## config.mk

```make
export PLATFORM = sky130hd
export DESIGN_NAME = pipe_ctrl_stage_flat
export DESIGN_NICKNAME = d
export VERILOG_FILES = /design/src/rtl/pipe_ctrl_stage_if.sv /design/src/rtl/pipe_ctrl_stage.sv /design/src/flat_wrapper.sv
export SDC_FILE = /design/constraint.sdc
export NUM_CORES = 1
export LEC_CHECK = 0
export ABC_AREA = 0
export BUFFER_PORTS_ARGS = -buffer_cell sky130_fd_sc_hd__buf_2
export CORE_MARGIN = 5
export CORE_UTILIZATION = 40
export DETAILED_ROUTE_END_ITERATION = 7
export PLACE_DENSITY = 0.67
export SYNTH_ARGS = -nofsm -noshare
export SYNTH_HDL_FRONTEND = slang
export SYNTH_SLANG_ARGS = --single-unit
```

## constraint.sdc

```tcl
create_clock -name clk_i -period 1.6 [get_ports clk_i]
set_input_delay 0.32 -clock clk_i [delete_from_list [all_inputs] [get_ports clk_i]]
set_output_delay 0.32 -clock clk_i [all_outputs]
set_load 0.01 [all_outputs]
```

## src/rtl/pipe_ctrl_stage_if.sv

```systemverilog
// ID/EX control-stage bundle: ID-side request and hazard inputs plus registered EX controls.
// slave is the control stage itself; master is whatever drives the ID side and observes EX.
interface pipe_ctrl_stage_if #(
    parameter int ALUOP_W = 2
);
    logic               Valid_i;
    logic [6:0]         Op_i;
    logic [6:0]         Funct7_i;
    logic               NoOp_i;
    logic               Flush_i;
    logic               Stall_i;
    logic [ALUOP_W-1:0] ALUOp_o;
    logic               ALUSrc_o;
    logic               RegWrite_o;
    logic               MemtoReg_o;
    logic               MemRead_o;
    logic               MemWrite_o;
    logic               Branch_o;
    logic               MulOp_o;
    logic               Illegal_o;
    logic               Valid_o;
    logic               MulBusy_o;

    modport slave (
        input  Valid_i, Op_i, Funct7_i, NoOp_i, Flush_i, Stall_i,
        output ALUOp_o, ALUSrc_o, RegWrite_o, MemtoReg_o, MemRead_o, MemWrite_o,
               Branch_o, MulOp_o, Illegal_o, Valid_o, MulBusy_o
    );

    modport master (
        output Valid_i, Op_i, Funct7_i, NoOp_i, Flush_i, Stall_i,
        input  ALUOp_o, ALUSrc_o, RegWrite_o, MemtoReg_o, MemRead_o, MemWrite_o,
               Branch_o, MulOp_o, Illegal_o, Valid_o, MulBusy_o
    );
endinterface

```

## src/rtl/pipe_ctrl_stage.sv

```systemverilog
// Registered RV32I main decoder with ID/EX bubble/flush/stall handling and a
// fixed-latency multiply sequencer that holds the front end while EX is busy.
module pipe_ctrl_stage #(
    parameter int ALUOP_W     = 2,
    parameter int MUL_LATENCY = 4,
    parameter int ENABLE_MUL  = 1
) (
    input  logic               clk_i,
    input  logic               rst_i,
    pipe_ctrl_stage_if.slave   bus
);
    localparam logic [0:0] S_IDLE     = 1'b0;
    localparam logic [0:0] S_MUL_WAIT = 1'b1;

    localparam int CNT_W = 5;
    localparam logic [CNT_W-1:0] CNT_INIT = CNT_W'(MUL_LATENCY - 1);

    localparam logic [6:0] OP_R    = 7'b0110011;
    localparam logic [6:0] OP_IALU = 7'b0010011;
    localparam logic [6:0] OP_LW   = 7'b0000011;
    localparam logic [6:0] OP_SW   = 7'b0100011;
    localparam logic [6:0] OP_BEQ  = 7'b1100011;

    localparam logic [6:0] F7_BASE = 7'b0000000;
    localparam logic [6:0] F7_ALT  = 7'b0100000;
    localparam logic [6:0] F7_MUL  = 7'b0000001;

    // Bundle layout, MSB first: ALUOp, ALUSrc, RegWrite, MemtoReg, MemRead,
    // MemWrite, Branch, MulOp, Illegal, Valid.
    localparam int BW = ALUOP_W + 9;

    logic [1:0]    w_aluop;
    logic          w_alusrc;
    logic          w_regwrite;
    logic          w_memtoreg;
    logic          w_memread;
    logic          w_memwrite;
    logic          w_branch;
    logic          w_mul;
    logic          w_illegal;
    logic [BW-1:0] w_dec_bundle;

    logic [BW-1:0]      r_bundle;
    logic [0:0]         r_state;
    logic [CNT_W-1:0]   r_cnt;

    always_comb begin
        w_aluop    = 2'b00;
        w_alusrc   = 1'b0;
        w_regwrite = 1'b0;
        w_memtoreg = 1'b0;
        w_memread  = 1'b0;
        w_memwrite = 1'b0;
        w_branch   = 1'b0;
        w_mul      = 1'b0;
        w_illegal  = 1'b0;
        case (bus.Op_i)
            OP_R: begin
                if (bus.Funct7_i == F7_BASE || bus.Funct7_i == F7_ALT) begin
                    w_aluop    = 2'b11;
                    w_regwrite = 1'b1;
                end else if (bus.Funct7_i == F7_MUL && ENABLE_MUL != 0) begin
                    w_aluop    = 2'b11;
                    w_regwrite = 1'b1;
                    w_mul      = 1'b1;
                end else begin
                    w_illegal  = 1'b1;
                end
            end
            OP_IALU: begin
                w_aluop    = 2'b10;
                w_alusrc   = 1'b1;
                w_regwrite = 1'b1;
            end
            OP_LW: begin
                w_aluop    = 2'b01;
                w_alusrc   = 1'b1;
                w_regwrite = 1'b1;
                w_memtoreg = 1'b1;
                w_memread  = 1'b1;
            end
            OP_SW: begin
                w_aluop    = 2'b01;
                w_alusrc   = 1'b1;
                w_memwrite = 1'b1;
            end
            OP_BEQ: begin
                w_branch   = 1'b1;
            end
            default: begin
                w_illegal  = 1'b1;
            end
        endcase
    end

    assign w_dec_bundle = {ALUOP_W'(w_aluop), w_alusrc, w_regwrite, w_memtoreg,
                           w_memread, w_memwrite, w_branch, w_mul, w_illegal, 1'b1};

    always_ff @(posedge clk_i or posedge rst_i) begin
        if (rst_i) begin
            r_bundle <= '0;
            r_state  <= S_IDLE;
            r_cnt    <= '0;
        end else if (bus.Flush_i) begin
            r_bundle <= '0;
            r_state  <= S_IDLE;
            r_cnt    <= '0;
        end else if (r_state == S_MUL_WAIT) begin
            // Multiply occupies EX: hold the slot, count down even under stall.
            r_cnt <= r_cnt - 1'b1;
            if (r_cnt == CNT_W'(1)) begin
                r_state <= S_IDLE;
            end
        end else if (bus.Stall_i) begin
            r_bundle <= r_bundle;
        end else if (bus.NoOp_i || !bus.Valid_i) begin
            r_bundle <= '0;
        end else begin
            r_bundle <= w_dec_bundle;
            if (w_mul && MUL_LATENCY > 1) begin
                r_state <= S_MUL_WAIT;
                r_cnt   <= CNT_INIT;
            end
        end
    end

    assign bus.ALUOp_o    = r_bundle[BW-1 -: ALUOP_W];
    assign bus.ALUSrc_o   = r_bundle[8];
    assign bus.RegWrite_o = r_bundle[7];
    assign bus.MemtoReg_o = r_bundle[6];
    assign bus.MemRead_o  = r_bundle[5];
    assign bus.MemWrite_o = r_bundle[4];
    assign bus.Branch_o   = r_bundle[3];
    assign bus.MulOp_o    = r_bundle[2];
    assign bus.Illegal_o  = r_bundle[1];
    assign bus.Valid_o    = r_bundle[0];
    assign bus.MulBusy_o  = (r_state == S_MUL_WAIT);
endmodule

```

## src/flat_wrapper.sv

```systemverilog
// flat-port wrapper written by rule: the top's interface ports become plain ports
module pipe_ctrl_stage_flat 
#(
    parameter int ALUOP_W     = 2,
    parameter int MUL_LATENCY = 4,
    parameter int ENABLE_MUL  = 1
)
  (clk_i, rst_i, bus_Valid_i, bus_Op_i, bus_Funct7_i, bus_NoOp_i, bus_Flush_i, bus_Stall_i, bus_ALUOp_o, bus_ALUSrc_o, bus_RegWrite_o, bus_MemtoReg_o, bus_MemRead_o, bus_MemWrite_o, bus_Branch_o, bus_MulOp_o, bus_Illegal_o, bus_Valid_o, bus_MulBusy_o);
  pipe_ctrl_stage_if #(.ALUOP_W(ALUOP_W)) bus_i ();
  input  logic clk_i;
  input  logic rst_i;
  input wire logic [$bits(bus_i.Valid_i)-1:0] bus_Valid_i;
  input wire logic [$bits(bus_i.Op_i)-1:0] bus_Op_i;
  input wire logic [$bits(bus_i.Funct7_i)-1:0] bus_Funct7_i;
  input wire logic [$bits(bus_i.NoOp_i)-1:0] bus_NoOp_i;
  input wire logic [$bits(bus_i.Flush_i)-1:0] bus_Flush_i;
  input wire logic [$bits(bus_i.Stall_i)-1:0] bus_Stall_i;
  output wire logic [$bits(bus_i.ALUOp_o)-1:0] bus_ALUOp_o;
  output wire logic [$bits(bus_i.ALUSrc_o)-1:0] bus_ALUSrc_o;
  output wire logic [$bits(bus_i.RegWrite_o)-1:0] bus_RegWrite_o;
  output wire logic [$bits(bus_i.MemtoReg_o)-1:0] bus_MemtoReg_o;
  output wire logic [$bits(bus_i.MemRead_o)-1:0] bus_MemRead_o;
  output wire logic [$bits(bus_i.MemWrite_o)-1:0] bus_MemWrite_o;
  output wire logic [$bits(bus_i.Branch_o)-1:0] bus_Branch_o;
  output wire logic [$bits(bus_i.MulOp_o)-1:0] bus_MulOp_o;
  output wire logic [$bits(bus_i.Illegal_o)-1:0] bus_Illegal_o;
  output wire logic [$bits(bus_i.Valid_o)-1:0] bus_Valid_o;
  output wire logic [$bits(bus_i.MulBusy_o)-1:0] bus_MulBusy_o;
  assign bus_i.Valid_i = bus_Valid_i;
  assign bus_i.Op_i = bus_Op_i;
  assign bus_i.Funct7_i = bus_Funct7_i;
  assign bus_i.NoOp_i = bus_NoOp_i;
  assign bus_i.Flush_i = bus_Flush_i;
  assign bus_i.Stall_i = bus_Stall_i;
  assign bus_ALUOp_o = bus_i.ALUOp_o;
  assign bus_ALUSrc_o = bus_i.ALUSrc_o;
  assign bus_RegWrite_o = bus_i.RegWrite_o;
  assign bus_MemtoReg_o = bus_i.MemtoReg_o;
  assign bus_MemRead_o = bus_i.MemRead_o;
  assign bus_MemWrite_o = bus_i.MemWrite_o;
  assign bus_Branch_o = bus_i.Branch_o;
  assign bus_MulOp_o = bus_i.MulOp_o;
  assign bus_Illegal_o = bus_i.Illegal_o;
  assign bus_Valid_o = bus_i.Valid_o;
  assign bus_MulBusy_o = bus_i.MulBusy_o;
  pipe_ctrl_stage #(.ALUOP_W(ALUOP_W), .MUL_LATENCY(MUL_LATENCY), .ENABLE_MUL(ENABLE_MUL)) u_core (.clk_i(clk_i), .rst_i(rst_i), .bus(bus_i));
endmodule
```

# After elaboration in Yosys (flattened, before gate mapping)
# Cells that the tools add are included.
# Widths: inputs -> output; s select.
[totals]
ff_bits = 17
wordCells = 57
[op_classes]
n_addsub = 1
n_eq_ne = 12
mux = 30
n_reduce_logical = 11
[ops]
columns = ["operator", "count"]
rows = [
  ["$mux 11", 4],
  ["$mux 5", 5],
  ["$eq 7x6->1 const B", 3],
  ["$mux 1", 16],
  ["$eq 7x1->1 const B", 1],
  ["$eq 7x2->1 const B", 1],
  ["$eq 7x5->1 const B", 1],
  ["$eq 7x7->1 const B", 1],
  ["$logic_not 7->1", 1],
  ["$ne 3x2->1 const B", 2],
  ["$pmux 2 s3", 1],
  ["$eq 5x1->1 const B", 1],
  ["$sub 5x1->5 const B", 1],
  ["$mux 2", 2],
  ["$ne 2x2->1 const B", 2],
  ["$pmux 1 s2", 2],
  ["$reduce_or 2->1", 2],
  ["$reduce_or 4->1", 1],
  ["$reduce_and 3->1", 1],
  ["$reduce_bool 3->1", 1],
  ["$reduce_or 3->1", 1],
  ["$logic_or 1x1->1", 2],
  ["$reduce_and 2->1", 1],
  ["$logic_not 1->1", 1],
]

# Longest topological paths before layout
[logic_depth]
ltp_word = 9
mapped_depth = 6

# Worst setup path before layout
# Ideal clock, no wire load.
[synth_path]
path_type = "input to register"
from = "input port bus_Funct7_i[1]"
to = "register u_core.r_bundle[2]"
setup_ps = 77
arrival_ps = 1403
slack_ps = 121
stages = 3
path_cell_list = "or4_4 or4_1 o21ai_1"
[synth_via]
elab_chain_len = 8
[synth_lines]
columns = ["item", "line_no", "text"]
rows = [
  ["start: declaration", "flat_wrapper.sv:14", "input wire logic [$bits(bus_i.Funct7_i)-1:0] bus_Funct7_i;"],
  ["$eq 7x1->1, or another cell as far along", "pipe_ctrl_stage.sv:62", "end else if (bus.Funct7_i == F7_MUL && ENABLE_MUL != 0) begin"],
  ["$mux 1 / $logic_or 1x1->1 (equally long branches)", "pipe_ctrl_stage.sv:62, pipe_ctrl_stage.sv:59", ""],
  ["$mux 1 *", "pipe_ctrl_stage.sv:59", "if (bus.Funct7_i == F7_BASE || bus.Funct7_i == F7_ALT) begin"],
  ["$mux 1 *", "pipe_ctrl_stage.sv:57", "case (bus.Op_i)"],
  ["$mux 11 *", "pipe_ctrl_stage.sv:116", "end else if (bus.NoOp_i || !bus.Valid_i) begin"],
  ["$mux 11 *", "pipe_ctrl_stage.sv:114", "end else if (bus.Stall_i) begin"],
  ["$mux 11 *", "pipe_ctrl_stage.sv:108", "end else if (r_state == S_MUL_WAIT) begin"],
  ["$mux 11 *", "pipe_ctrl_stage.sv:104", "end else if (bus.Flush_i) begin"],
  ["end signal: assignment", "pipe_ctrl_stage.sv:115", "r_bundle <= r_bundle;"],
  ["end signal: assignment", "pipe_ctrl_stage.sv:119", "r_bundle <= w_dec_bundle;"],
  ["end: declaration", "pipe_ctrl_stage.sv:43", "logic [BW-1:0] r_bundle;"],
]
# Mark *: on every way between the ends. The rest lies on a longest branch, timed or not. The select of a mux whose other input is x is not followed.
# A chain may end at the register's enable or synchronous reset.

# Final worst setup path
[layout_path]
from = "register u_core.r_state (netlist: u_core.bus.MulBusy_o)"
to = "output port bus_MulBusy_o"
[layout_lines]
columns = ["item", "line_no", "text"]
rows = [
  ["start: declaration", "pipe_ctrl_stage.sv:44", "logic [0:0] r_state;"],
  ["start signal: assignment", "pipe_ctrl_stage.sv:102", "r_state <= S_IDLE;"],
  ["start signal: assignment", "pipe_ctrl_stage.sv:106", "r_state <= S_IDLE;"],
  ["start signal: assignment", "pipe_ctrl_stage.sv:112", "r_state <= S_IDLE;"],
  ["end: declaration", "flat_wrapper.sv:28", "output wire logic [$bits(bus_i.MulBusy_o)-1:0] bus_MulBusy_o;"],
]
# No word-level cell between the ends.

==> results by group <==
STA
  • Peak Freq: 708 MHz
  • Worst Max-Slew Pin Slew: 0.611 ns
  • Tcrit/Tclk final: 0.883
  • RSZ-0062 raised after global routing: false
  • Final setup viols: 0
  • Crit path time final: 1.41 ns
  • Worst slew margin: 0.592
  • Fin Hold WS: 0.0779 ns
  • Final Max Slew Viols: 0
  • Endpoints failing hold: 0
  • Clk_skew: 0.00108 ns

Power and ir drop
  • Pleak: 0.541 nW
  • VDD IR max: 0.478 mV
  • Power density cells: 677 nW/um^2
  • Overall Power: 0.000766 W

CTS
  • Longest Clk Path Bufs: 2
  • TritonCTS Buffers: 3
  • Setup bufs post-CTS: 0
  • CTS Root Cell: clkbuf_4
  • CTS tree: done
  • Sink Count: 16
  • Clk_lat worst skew: 0.29 ns
  • Cts repair resizes: 0
  • Cts hold-fix bufs: 0
  • CTS H-Tree Depth: 1
  • Clock slew at reported path FFs: 0.10 ns

Final layout
  • Multi-input combinational cell area: 449 sq um
  • Seq. cell area: 400 sq um
  • Final-stage net count: 149
  • Share of layout cells above drive strength 1: 0.341
  • Fill cells: 217
  • Syn-to-layout area delta: 26.0%
  • Ant. Diodes: 0
  • Cell area after layout: 1130 sq um
  • Final Core Density: 0.522

Global routing
  • Vias in the first global route: 842
  • GR Overflow Total: 0
  • Pin count of the biggest net entering global routing: 17
  • First-pass GRT wire length: 3660 um
  • Initial antenna violation count: 0
  • Total track usage: 0.142

Detailed routing
  • Final wirelength: 2120 um
  • Routed vias: 808
  • Vias/cell: 5.25
  • ANT nets after route: 0
  • DR iter-0 viols: 12
  • DRC errors left: 0
  • TritonRoute pass-1 iters: 4
  • Routed len/inst: 13.8 um

Die
  • Initial core utilization: 0.414
  • Die X: 57.4 um
  • Num rows: 17
  • Core Area: 2170 sq um
  • I/O pins: 32
  • Die area: 3290 sq um
  • Die Ht: 57.4 um

Worst setup path
  • Crit path max fanout: 15
  • Startpoint types: flop
  • WP data required: 1.28 ns
  • Crit path from: u_core.bus.MulBusy_o
  • CP Capture Point: bus_MulBusy_o
  • Critical R2R Capture: u_core.r_cnt[4]
  • FF-to-FF Start: u_core.r_cnt[0]
  • Crit path DAT: 1.09 ns
  • FF-to-FF path depth: 6
  • CP Capture Type: output pin
  • R2R setup slack: 0.22 ns
  • CP Class: flop to output pin

Synthesis
  • Post-synth top area cell: dfrtp_1
  • EDFF count, synth: 0
  • Cells after synthesis: 92
  • Synth cell types: 36
  • Synthesis warning total: 0
  • Seq/Total Area, Yosys: 0.446
  • Count leader, synth: dfrtp_1
  • Synthesized flop and latch total: 16
  • Top cells by count, synth: dfrtp_1, nand2_1, inv_1
  • Post-Syn Nets: 114
  • Syn avg cell area: 9.76 sq um
  • Top post-synthesis cells by area: dfrtp_1, nor4_4, nand2_1, a311o_1, inv_1
  • Syn Std Cell Area: 898 sq um
  • Synth top area share: 0.446
  • Ys async rst share: 1.00
  • Top FF cell, synth: dfrtp_1

Placement
  • DP Wirelength: 1680 um
  • Post-Place Cell Area: 1100 sq um
  • IO buf count: 31
  • Gpl congestion: 0.842

Min path
  • Hold crit path type: input port to asynchronous set/reset pin

Job
  • Total of max-cap violations: 0

Outcome
  • Outcome: finished clean
[cell families after synthesis]
group	after synthesis	share of synthesized area
AOI/OAI and AO/OA	25	0.208
xor gates and xnor gates	1	0.00975
adders and majority gates	2	0.0279
buffers and inverters	12	0.0543
DFF	16	0.446
and+or+nand+nor	36	0.255
[cell usage in the layout, fill, tap and decap left out, types with 3 or more instances in the layout]
master	n
nand2b_1	3
nor3_1	4
inv_1	7
dfrtp_1	16
nand2_1	10
buf_2	31
clkbuf_4	3
nor2_1	4
buf_4	4
a311o_1	3
a21oi_1	3
nand3_1	4
[area by class of cell]
cell class,count,share of cell area
multi-input cells,64,0.397
flip-flops and latches,16,0.354
repair buffers,35,0.164
clock buffers,4,0.0320
well taps,28,0.0309
inverters,7,0.0232
[state kept, by name (all words and copies together), names as in the netlist]
| name | count |
|---|---|
| u_core.r_cnt | 5 |
| u_core.bus.MulBusy_o | 1 |
| u_core.r_bundle | 10 |
[worst min path at each step]
| stage | startpoint | to |
|---|---|---|
| 2_1_floorplan | rst_i | u_core.bus.MulBusy_o |
| 3_5_place_dp | rst_i | u_core.r_cnt[2] |
| 5_1_grt | rst_i | u_core.r_bundle[0] |
| 3_3_place_gp | rst_i | u_core.r_cnt[2] |
| 6_report | rst_i | u_core.r_cnt[2] |
| 4_1_cts | rst_i | u_core.r_cnt[2] |
[where the power goes]
part           leakage, nW  internal (W)  total (W)  switching [W]
sequential           0.223      0.000406   0.000407     0.00000107
combinational        0.297     0.0000332  0.0000792      0.0000460
clock               0.0210      0.000139   0.000280       0.000141
[layer usage]
metal | share of wire | routed length (um) | GRT usage
met5 | 0 | 0 | 0
met4 | 0.024 | 51 | 0.0795
met3 | 0.085 | 180 | 0.0294
met2 | 0.45 | 944 | 0.215
met1 | 0.44 | 941 | 0.187
[metrics by stage]
stage          setup slack [ns]  setup TNS, ns  std cells
2_1_floorplan             0.121              0         92
3_3_place_gp            -0.0105        -0.0105        150
3_5_place_dp            -0.0195        -0.0195        150
4_1_cts                   0.174              0        154
5_1_grt                   0.115              0        154
6_report                  0.188              0        154
[worst max-delay path: stages (launching register included)]
cell and delay (ns):
dfrtp_1 0.42, buf_4 0.22, buf_2 0.15
Note: power is estimated with default switching activity, not from simulation.
